### config.mk
export PLATFORM = sky130hd
export DESIGN_NAME = serial_adder
export DESIGN_NICKNAME = d
export VERILOG_FILES = /design/src/rtl/serial_adder_pkg.sv /design/src/rtl/full_adder.sv /design/src/rtl/half_adder.sv /design/src/rtl/serial_adder.sv
export SDC_FILE = /design/constraint.sdc
export NUM_CORES = 1
export LEC_CHECK = 0
export BUFFER_PORTS_ARGS = -buffer_cell sky130_fd_sc_hd__buf_2
export CAP_MARGIN = 10
export CORE_MARGIN = 5
export CORE_UTILIZATION = 48
export DETAILED_ROUTE_END_ITERATION = 12
export GPL_TIMING_DRIVEN = 0
export PLACE_DENSITY = 0.72
export SLEW_MARGIN = 5
export SYNTH_ARGS = -nofsm -noshare
export SYNTH_HDL_FRONTEND = slang
export SYNTH_SLANG_ARGS = --single-unit
### constraint.sdc
create_clock -name clk -period 1.8 [get_ports clk]
set_input_delay 0.36 -clock clk [delete_from_list [all_inputs] [get_ports clk]]
set_output_delay 0.36 -clock clk [all_outputs]
set_load 0.02 [all_outputs]
### src/rtl/serial_adder_pkg.sv
// Shared definitions for the serial adder slice.
// State encoding used by multi-cycle arithmetic blocks.
package serial_adder_pkg;

  typedef enum logic [1:0] {
    IDLE = 2'd0,
    ADD  = 2'd1,
    DONE = 2'd2
  } state_t;

endpackage

### src/rtl/full_adder.sv
// Combinational full adder.
// Two half adders chained, carries ORed.
module full_adder (
  input  logic a,
  input  logic b,
  input  logic cin,
  output logic s,
  output logic cout
);

  logic s0;
  logic c0;
  logic c1;

  half_adder u_ha0 (
    .a (a),
    .b (b),
    .s (s0),
    .c (c0)
  );

  half_adder u_ha1 (
    .a (s0),
    .b (cin),
    .s (s),
    .c (c1)
  );

  assign cout = c0 | c1;

endmodule

### src/rtl/half_adder.sv
// Half adder cell.
// Two of these make one full-adder bit.
module half_adder (
  input  logic a,
  input  logic b,
  output logic s,
  output logic c
);

  assign s = a ^ b;
  assign c = a & b;

endmodule

### src/rtl/serial_adder.sv
// Bit-serial WIDTH-bit adder, LSB first.
// One full-adder cell, carry closed through a flop.
module serial_adder
  import serial_adder_pkg::*;
#(
  parameter int WIDTH = 8
) (
  input  logic             clk,
  input  logic             rst_n,
  input  logic             start,
  input  logic [WIDTH-1:0] a,
  input  logic [WIDTH-1:0] b,
  output logic             busy,
  output logic             done,
  output logic [WIDTH-1:0] sum,
  output logic             carry
);

  localparam int CW = (WIDTH > 1) ? $clog2(WIDTH) : 1;
  localparam logic [CW-1:0] CNT_LAST = CW'(WIDTH - 1);

  state_t           state;
  logic [WIDTH-1:0] sa;
  logic [WIDTH-1:0] sb;
  logic [WIDTH-1:0] ps;
  logic [WIDTH-1:0] ps_nxt;
  logic             cf;
  logic [CW-1:0]    cnt;
  logic             s;
  logic             co;

  full_adder u_fa (
    .a    (sa[0]),
    .b    (sb[0]),
    .cin  (cf),
    .s    (s),
    .cout (co)
  );

  // New sum bit enters at the MSB while the partial sum shifts down.
  assign ps_nxt = (ps >> 1) | (WIDTH'(s) << (WIDTH - 1));

  // Control FSM, operand/partial-sum shifters and registered outputs.
  always_ff @(posedge clk or negedge rst_n) begin
    if (!rst_n) begin
      state <= IDLE;
      busy  <= 1'b0;
      done  <= 1'b0;
      sum   <= '0;
      carry <= 1'b0;
      sa    <= '0;
      sb    <= '0;
      ps    <= '0;
      cf    <= 1'b0;
      cnt   <= '0;
    end else begin
      unique case (state)
        IDLE: begin
          if (start) begin
            sa    <= a;
            sb    <= b;
            ps    <= '0;
            cf    <= 1'b0;
            cnt   <= '0;
            busy  <= 1'b1;
            state <= ADD;
          end
        end
        ADD: begin
          sa  <= sa >> 1;
          sb  <= sb >> 1;
          ps  <= ps_nxt;
          cf  <= co;
          cnt <= cnt + CW'(1);
          if (cnt == CNT_LAST) begin
            sum   <= ps_nxt;
            carry <= co;
            done  <= 1'b1;
            state <= DONE;
          end
        end
        DONE: begin
          done  <= 1'b0;
          busy  <= 1'b0;
          state <= IDLE;
        end
        default: begin
          done  <= 1'b0;
          busy  <= 1'b0;
          state <= IDLE;
        end
      endcase
    end
  end

endmodule

---- After elaboration in Yosys (flattened, before gate mapping) ----
Cells that the tools add are included.
word-level totals
  bits in registers ....................... 41
  bits in latches ......................... 0
  RAM bits ................................ 0
  ROM bits ................................ 0
  bits of input ports ..................... 19
  output and inout bits ................... 11
  word-level logic and storage cells ...... 47
  memories kept ........................... 0
cells by class
  add/subtract/negate cells ............... 1
  multiply operators ...................... 0
  divide/modulo/power cells ............... 0
  order comparisons ....................... 0
  equal/unequal tests ..................... 4
  shift-type cells ........................ 0
  muxes and demuxes ....................... 17
  bitwise operators ....................... 8
  reductions and logical operators ........ 7
operator list
  cell                                                                    count
  8-bit one-hot mux with 2 select lines                                   3
  8-bit 2-to-1 mux                                                        3
  2-bit AND reduction                                                     5
  7-bit by 8-bit bitwise OR with 8-bit output                             1
  1-bit one-hot mux with 2 select lines                                   3
  3-bit one-hot mux with 2 select lines                                   1
  2-bit 2-to-1 mux                                                        2
  2-bit inequality test (second input constant)                           2
  2-bit one-hot mux with 2 select lines                                   1
  3-bit by 1-bit adder with 3-bit output (second input constant)          1
  3-bit equality test (second input constant)                             1
  1-bit 2-to-1 mux                                                        3
  3-bit 2-to-1 mux                                                        1
  1-bit bitwise AND                                                       2
  2-bit by 1-bit equality test with 1-bit output (second input constant)  1
  2-bit zero test                                                         1
  1-bit inverter                                                          2
  2-bit nonzero test                                                      1
  1-bit bitwise XOR                                                       2
  1-bit bitwise OR                                                        1

---- Longest topological paths before layout ----
Gate-level depths: netlist (run 1).
  word-level depth ........................ 4
  gate-level depth with buffers ........... 5
  mapped depth without buffers ............ 4

---- Hierarchy ----
A second synthesis (run 1) with hierarchy kept.
second synthesis, totals
  cells, all modules ...................... 141
  area total of the unflattened synthesis .. 1725.4 um^2
modules (own cells, without submodules)
  module        times used  cells an instance  area an instance (um^2)  seq. area each (um^2)
  serial_adder  1           138                1694.1                   1001.0
  half_adder    2           1                  12.5                     0.0
  full_adder    1           1                  6.3                      0.0

---- Least setup slack after synthesis (run 1) ----
Ideal clock, no wire load.
  path type ............................... reg-to-reg
  start point ............................. register cnt[0]
  end point ............................... register carry
  library setup time ...................... 125 ps
  data arrival time ....................... 1323 ps
  data required time ...................... 1675 ps
  path slack .............................. 352 ps
  stages on the path, launching flop included .. 6
  buffers on the path ..................... 1
  period minus slack after synthesis ...... 1448 ps
  cell sequence ........................... dfrtp_1 > ha_1 > ha_1 > nand3b_1 > buf_4 > mux2_4
on the way
  longest elaborated chain between the ends .. 2
ends and longest elaborated chain
  element                        line                RTL
  start: declaration             serial_adder.sv:28  logic [CW-1:0] cnt;
  start signal: assignment       serial_adder.sv:74  cnt <= cnt + CW'(1);
  3-bit equality test            serial_adder.sv:75  if (cnt == CNT_LAST) begin
  2-bit AND reduction (no line)  --
  end signal: assignment         serial_adder.sv:77  carry <= co;
  end: declaration               serial_adder.sv:16  output logic carry
No other way between the ends.
A chain may end at the register's enable or synchronous reset.

---- Final worst setup path (run 1) ----
  start point ............................. register cnt[0]
  end point ............................... register sum[7]
on the way
  longest elaborated chain between the ends .. 2
ends and longest elaborated chain
  element                        line                RTL
  3-bit equality test            serial_adder.sv:75
  2-bit AND reduction (no line)  --
  end signal: assignment         serial_adder.sv:76  sum <= ps_nxt;
  end: declaration               serial_adder.sv:15  output logic [WIDTH-1:0] sum,
No other way between the ends.

==> metrics.yaml, run 1 <==
insertion_delay_ps: 300
cts_resized: 0
worst_path_max_delay_cell: "dfrtp_1"
postRouteAntennaNets: 0
comb_power_share_pct: 42.9
hold_viol_final: 0
synth_seq_cells: 40
maxCapViolCount: 0
pre_cts_ws_ps: 260
crit_path_max_fanout: 10
rsz0062_at_grt: "false"
grt_usage_pct: 15.5
root_buffer: "clkbuf_8"
critPathKind: "reg -> reg"
worst_pin_slew_ps: 865
fin_cells: 225
port_buffers: 29
slew_viol_final: 0
cts_buffers: 5
path_cells: "ha_1 -> ha_1 -> nand3b_1 -> buf_4 -> mux2_4"
timing.fmax_mhz: 648
switching_share_pct: 36.9
r2r_end: "sum[7]"
reg2reg_depth: 5
ys_seq_area_share_pct: 52.7
synth_cell_types: 23
dp.cells: 217
hold_buffers: 0
areaGrowthSynthToFinish_pct: 15.9
antenna_found_initial: 0
status: "completed"
grt_pass1_vias: 1282
r2r_start: "cnt[0]"
crit_top_cell: "ha_1"
fillers: 314
initial_core_util_pct: 50.7
antennaDiodeCount: 0
power.net_switching_uw: 1410
path_clk_slew_ps: 80
gp_congestion: 0.809
crit_buf_inv: 1
syn_inst: 140
wl_mm: 3.77
grt_max_degree: 41
viasPerCell: 5.52
seqPwrFrac_pct: 40.5
synth-main-ff-cell: "dfrtp_1"
fin_setup_tns_ps: 0
avgRoutedWirePerCell_um: 16.7
cp-end-kind: "flop"
synth_area_um2: 1900
min_period_ps: 1540
vdd_ir_drop_max_mv: 0.746
core_region_area_um2: 3740
crit_path_start_kind: "flop"
p_int_uw: 2410
cts_tree: "done"
power_frac_clock_pct: 16.5
die_y_um: 72.9
dieWidth_um: 72.9
synth_fp_nets: 162
drc: 0
drt_iter0_markers: 110
r2r_slack_ps: 260
cts_setup_buffers: 0
io_pins: 30
nNetsFinal: 198
timing.hold.ws_ps: 168
ys_warn_count: 0
synth-edff-count: 0
drive_gt1_share_pct: 41.2
cp.required_ps: 1980
cpPeakStageDelay_ps: 390
fin_util_pct: 58.8
grt_overflow_total: 0
hpwl_mm: 2.67
grt_first_pass_wirelength_mm: 6.22
fin_skew_ps: 6.90
cts_sinks: 40
die_area_um2: 5320
relSlewSlack_pct: 42.4
hold_path.class: "in -> async"
rows: 22
dr.pass1.iters: 4
clock_path_buffers: 2
syn_area_per_cell_um2: 13.6
arrival_ps: 1720
power.density_nw_per_um2: 1730
finalWorstSetupSlack_ps: 256
finalSetupViolCount: 0
h-tree-depth: 2
vias: 1242
cpLargestDelayFamily: "adder cells"
leakage_uw: 0.00105
postSynth.asyncResetShare_pct: 100
post-route-period-util_pct: 85.8
synthesized netlist by cell type (2+ instances only):
cell	count	area (um2)
buf_4	3	22.5
inv_1	16	60.1
a211oi_2	9	113
clkbuf_1	2	7.51
a22o_1	12	105
a21oi_1	3	15.0
ha_1	2	25.0
dfrtp_1	40	1000
buf_2	3	15.0
a211oi_1	2	15.0
mux2_4	9	135
nor4b_1	7	61.3
nor4b_2	7	105
buf_6	3	33.8
a221oi_1	3	26.3
nor3b_1	12	90.1
power by group through the flow:
stage	Combinational, uW	Clock (uW)	Sequential (uW)
detailed placement	1660	0	1570
global route	1800	673	1600
finish	1640	632	1550
floorplan	1120	0	1650
global placement	1590	0	1540
CTS	1670	635	1550
layer usage:
metal  global-route usage [%]  share of wire, %  vias to the layer above  wire length (um)
li1                         -                 -                      585                 -
met3                     3.31               4.5                        6               171
met4                     6.76               1.4                        0                51
met2                     24.9                50                       28              1870
met5                        0                 0                        -                 0
met1                     20.2                45                      623              1680
per-stage QoR:
step / instance area (um2) / total power, uW
after floorplan: 1900 / 2770
after global placement: 2100 / 3120
after detailed placement: 2100 / 3230
after CTS: 2200 / 3850
final: 2200 / 3820
after global routing: 2200 / 4070
area by class of cell:
class | count | area, um2 | share of cell area, %
buffer | 11 | 78.8 | 3.58
clock buffer | 6 | 82.6 | 3.75
clock inverter | 2 | 15.0 | 0.682
inverter | 16 | 60.1 | 2.73
multi-input combinational | 73 | 759 | 34.5
sequential | 40 | 1000 | 45.5
tap | 48 | 60.1 | 2.73
timing repair buffer | 29 | 145 | 6.59
cell families (layout without fill, tap and decap cells):
logic type / Yosys count / after routing / share of synthesized area [%]
AOI/OAI and AO/OA: 30 / 30 / 15.0
adders and majority gates: 3 / 3 / 2.37
buffers and inverters: 27 / 64 / 7.31
DFF: 40 / 40 / 52.7
muxes: 10 / 10 / 7.71
and+or+nand+nor: 30 / 30 / 14.9
registers in the layout, summed over array words and instances, names as in the netlist:
name / flops
state: 2
sb: 8
ps: 7
busy: 1
cnt: 3
cf: 1
sum: 8
carry: 1
done: 1
sa: 8
cells in the final DEF (no fill, tap or decap), types with 2 or more instances in the layout:
master	n
dfrtp_1	40
a211oi_1	2
nor3b_1	12
ha_1	2
clkbuf_1	2
clkbuf_8	6
buf_6	3
a221oi_1	3
a211oi_2	9
clkinvlp_4	2
nor4b_1	7
buf_2	32
a21oi_1	3
buf_4	3
mux2_4	9
inv_1	16
nor4b_2	7
a22o_1	12
how the worst max path moves through the flow:
stage | startpoint | end | slack, ps | depth (start not counted)
final | cnt[0] | sum[7] | 260 | 5
after global routing | cnt[0] | sum[7] | 200 | 5
after CTS | cnt[0] | sum[7] | 250 | 5
after detailed placement | cnt[0] | sum[7] | 260 | 5
after global placement | cnt[0] | sum[1] | 290 | 5
after floorplan | cnt[0] | carry | 350 | 5
Note: power is estimated with default switching activity, not from simulation.
==> run 2, diff against run 1 <==
--- a/config.mk
+++ b/config.mk
@@ -8,10 +8,10 @@
 export BUFFER_PORTS_ARGS = -buffer_cell sky130_fd_sc_hd__buf_2
 export CAP_MARGIN = 10
 export CORE_MARGIN = 5
-export CORE_UTILIZATION = 48
+export CORE_UTILIZATION = 55
 export DETAILED_ROUTE_END_ITERATION = 12
 export GPL_TIMING_DRIVEN = 0
-export PLACE_DENSITY = 0.72
+export PLACE_DENSITY = 0.81
 export SLEW_MARGIN = 5
 export SYNTH_ARGS = -nofsm -noshare
 export SYNTH_HDL_FRONTEND = slang
==> run 2 against run 1 <==
Against the previous run: design area decreased by 0.74%; sequential power about the same; non-clock buffer count unchanged; final cell count decreased by 0.89%; worst setup slack got worse by 28 ps; largest cell class unchanged; first-iteration DRC count decreased by 4.5%; routed wire length increased by 0.85%; die area decreased by 11%; via count decreased by 0.32%; sequential share of layout area increased by 0.34 points; clock skew increased by 12 ps.
==> metrics.yaml, run 2 (synthesized netlist as in run 1, its figures left out) <==
cpPeakStageDelay_ps: 420
vdd_ir_drop_max_mv: 0.813
drive_gt1_share_pct: 41.2
cts_sinks: 40
leakage_uw: 0.00105
antenna_found_initial: 0
insertion_delay_ps: 370
hold_path.class: "in -> async"
timing.hold.ws_ps: 98.2
cts_buffers: 5
finalSetupViolCount: 0
die_area_um2: 4730
r2r_start: "cnt[0]"
slew_viol_final: 0
cts_tree: "done"
crit_top_cell: "ha_1"
grt_overflow_total: 0
worst_path_max_delay_cell: "dfrtp_1"
status: "completed"
drc: 0
crit_path_start_kind: "flop"
cts_resized: 0
reg_top3: "sa: 8 flops, sb: 8 flops, sum: 8 flops"
dieWidth_um: 68.8
cp.required_ps: 2050
h-tree-depth: 2
rows: 21
antennaDiodeCount: 0
avgRoutedWirePerCell_um: 17.0
crit_path_max_fanout: 10
timing.fmax_mhz: 636
top_layer: "met4"
r2r_end: "sum[0]"
areaGrowthSynthToFinish_pct: 15.1
die_y_um: 68.8
final_common_cell: "dfrtp_1"
initial_core_util_pct: 56.9
fin_skew_ps: 18.5
cts_setup_buffers: 0
dr_wl_met3_um: 157
postRouteAntennaNets: 0
root_buffer: "clkbuf_4"
min_period_ps: 1570
grt_pass1_vias: 1298
hold_viol_final: 0
arrival_ps: 1820
port_buffers: 29
cp-end-kind: "flop"
vias: 1238
power.density_nw_per_um2: 1750
worst_pin_slew_ps: 872
hpwl_mm: 2.53
maxCapViolCount: 0
fin_setup_tns_ps: 0
io_pins: 30
gp_congestion: 0.792
drt_iter0_markers: 105
rsz0062_at_grt: "false"
wl_mm: 3.80
reg2reg_depth: 5
grt_max_degree: 41
wl_met1_mm: 1.84
grt_usage_pct: 18.7
clock_path_buffers: 2
power_uw: 3820
wl_met2_mm: 1.77
path_clk_slew_ps: 140
path_cells: "ha_1 -> ha_1 -> nand3b_1 -> buf_4 -> mux2_4"
critPathKind: "reg -> reg"
dr.pass1.iters: 4
post-route-period-util_pct: 87.3
mostFrequentLayoutCells: "40 x dfrtp_1, 32 x buf_2, 16 x inv_1"
grt_first_pass_wirelength_mm: 6.34
viasPerCell: 5.55
nNetsFinal: 198
finalWorstSetupSlack_ps: 228
hold_buffers: 0
core_region_area_um2: 3340
r2r_slack_ps: 230
relSlewSlack_pct: 41.8
pre_cts_ws_ps: 244
[run 2: cell count changes in the layout (fill, tap and decap cells not counted), sizes merged]
cell,delta
inv,+1
clkbuf,-1
bufinv,+1
clkinvlp,-1
[run 2: report_power, final]
| group | switching (uW) | internal (uW) | total [uW] |
|---|---|---|---|
| logic | 857 | 794 | 1650 |
| clock network | 324 | 297 | 621 |
| registers | 241 | 1310 | 1550 |
[run 2: layout make-up]
class                      count  area (um2)
multi-input combinational     73         759
inverter                      16        60.1
tap                           46        57.6
buffer                        11        78.8
timing repair buffer          29         145
fill                         263        1150
sequential                    40        1000
clock inverter                 3        46.3
clock buffer                   5        37.5
[run 2: worst max path at each step]
stage	start	to	slack [ps]	cells past startpoint
detailed placement	cnt[0]	sum[4]	240	5
CTS	cnt[0]	sum[0]	230	5
finish	cnt[0]	sum[0]	230	5
global route	cnt[0]	sum[0]	150	5
global placement	cnt[0]	sum[1]	270	5
floorplan	cnt[0]	carry	350	5
[run 2: critical path: cells and delay by family (launching register included)]
| kind | cells | cell delay, ps |
|---|---|---|
| DFF | 1 | 420 |
| muxes | 1 | 310 |
| buffers and inverters | 1 | 220 |
| and+or+nand+nor | 1 | 90 |
| adders and majority gates | 2 | 430 |
[run 2: per-layer routing]
| layer | track usage (%) | vias to the layer above |
|---|---|---|
| met5 | 0 | - |
| met4 | 5.60 | 0 |
| met3 | 6.48 | 4 |
| met2 | 26.8 | 30 |
| met1 | 26.5 | 621 |
| li1 | - | 583 |
[run 2: through the flow]
step | util [%] | area, um2 | std cells
after floorplan | - | 1900 | 140
after global placement | 63.0 | 2100 | 215
after CTS | 65.5 | 2190 | 223
after global routing | 65.5 | 2190 | 223
after detailed placement | 63.0 | 2100 | 215
final | 65.5 | 2190 | 223
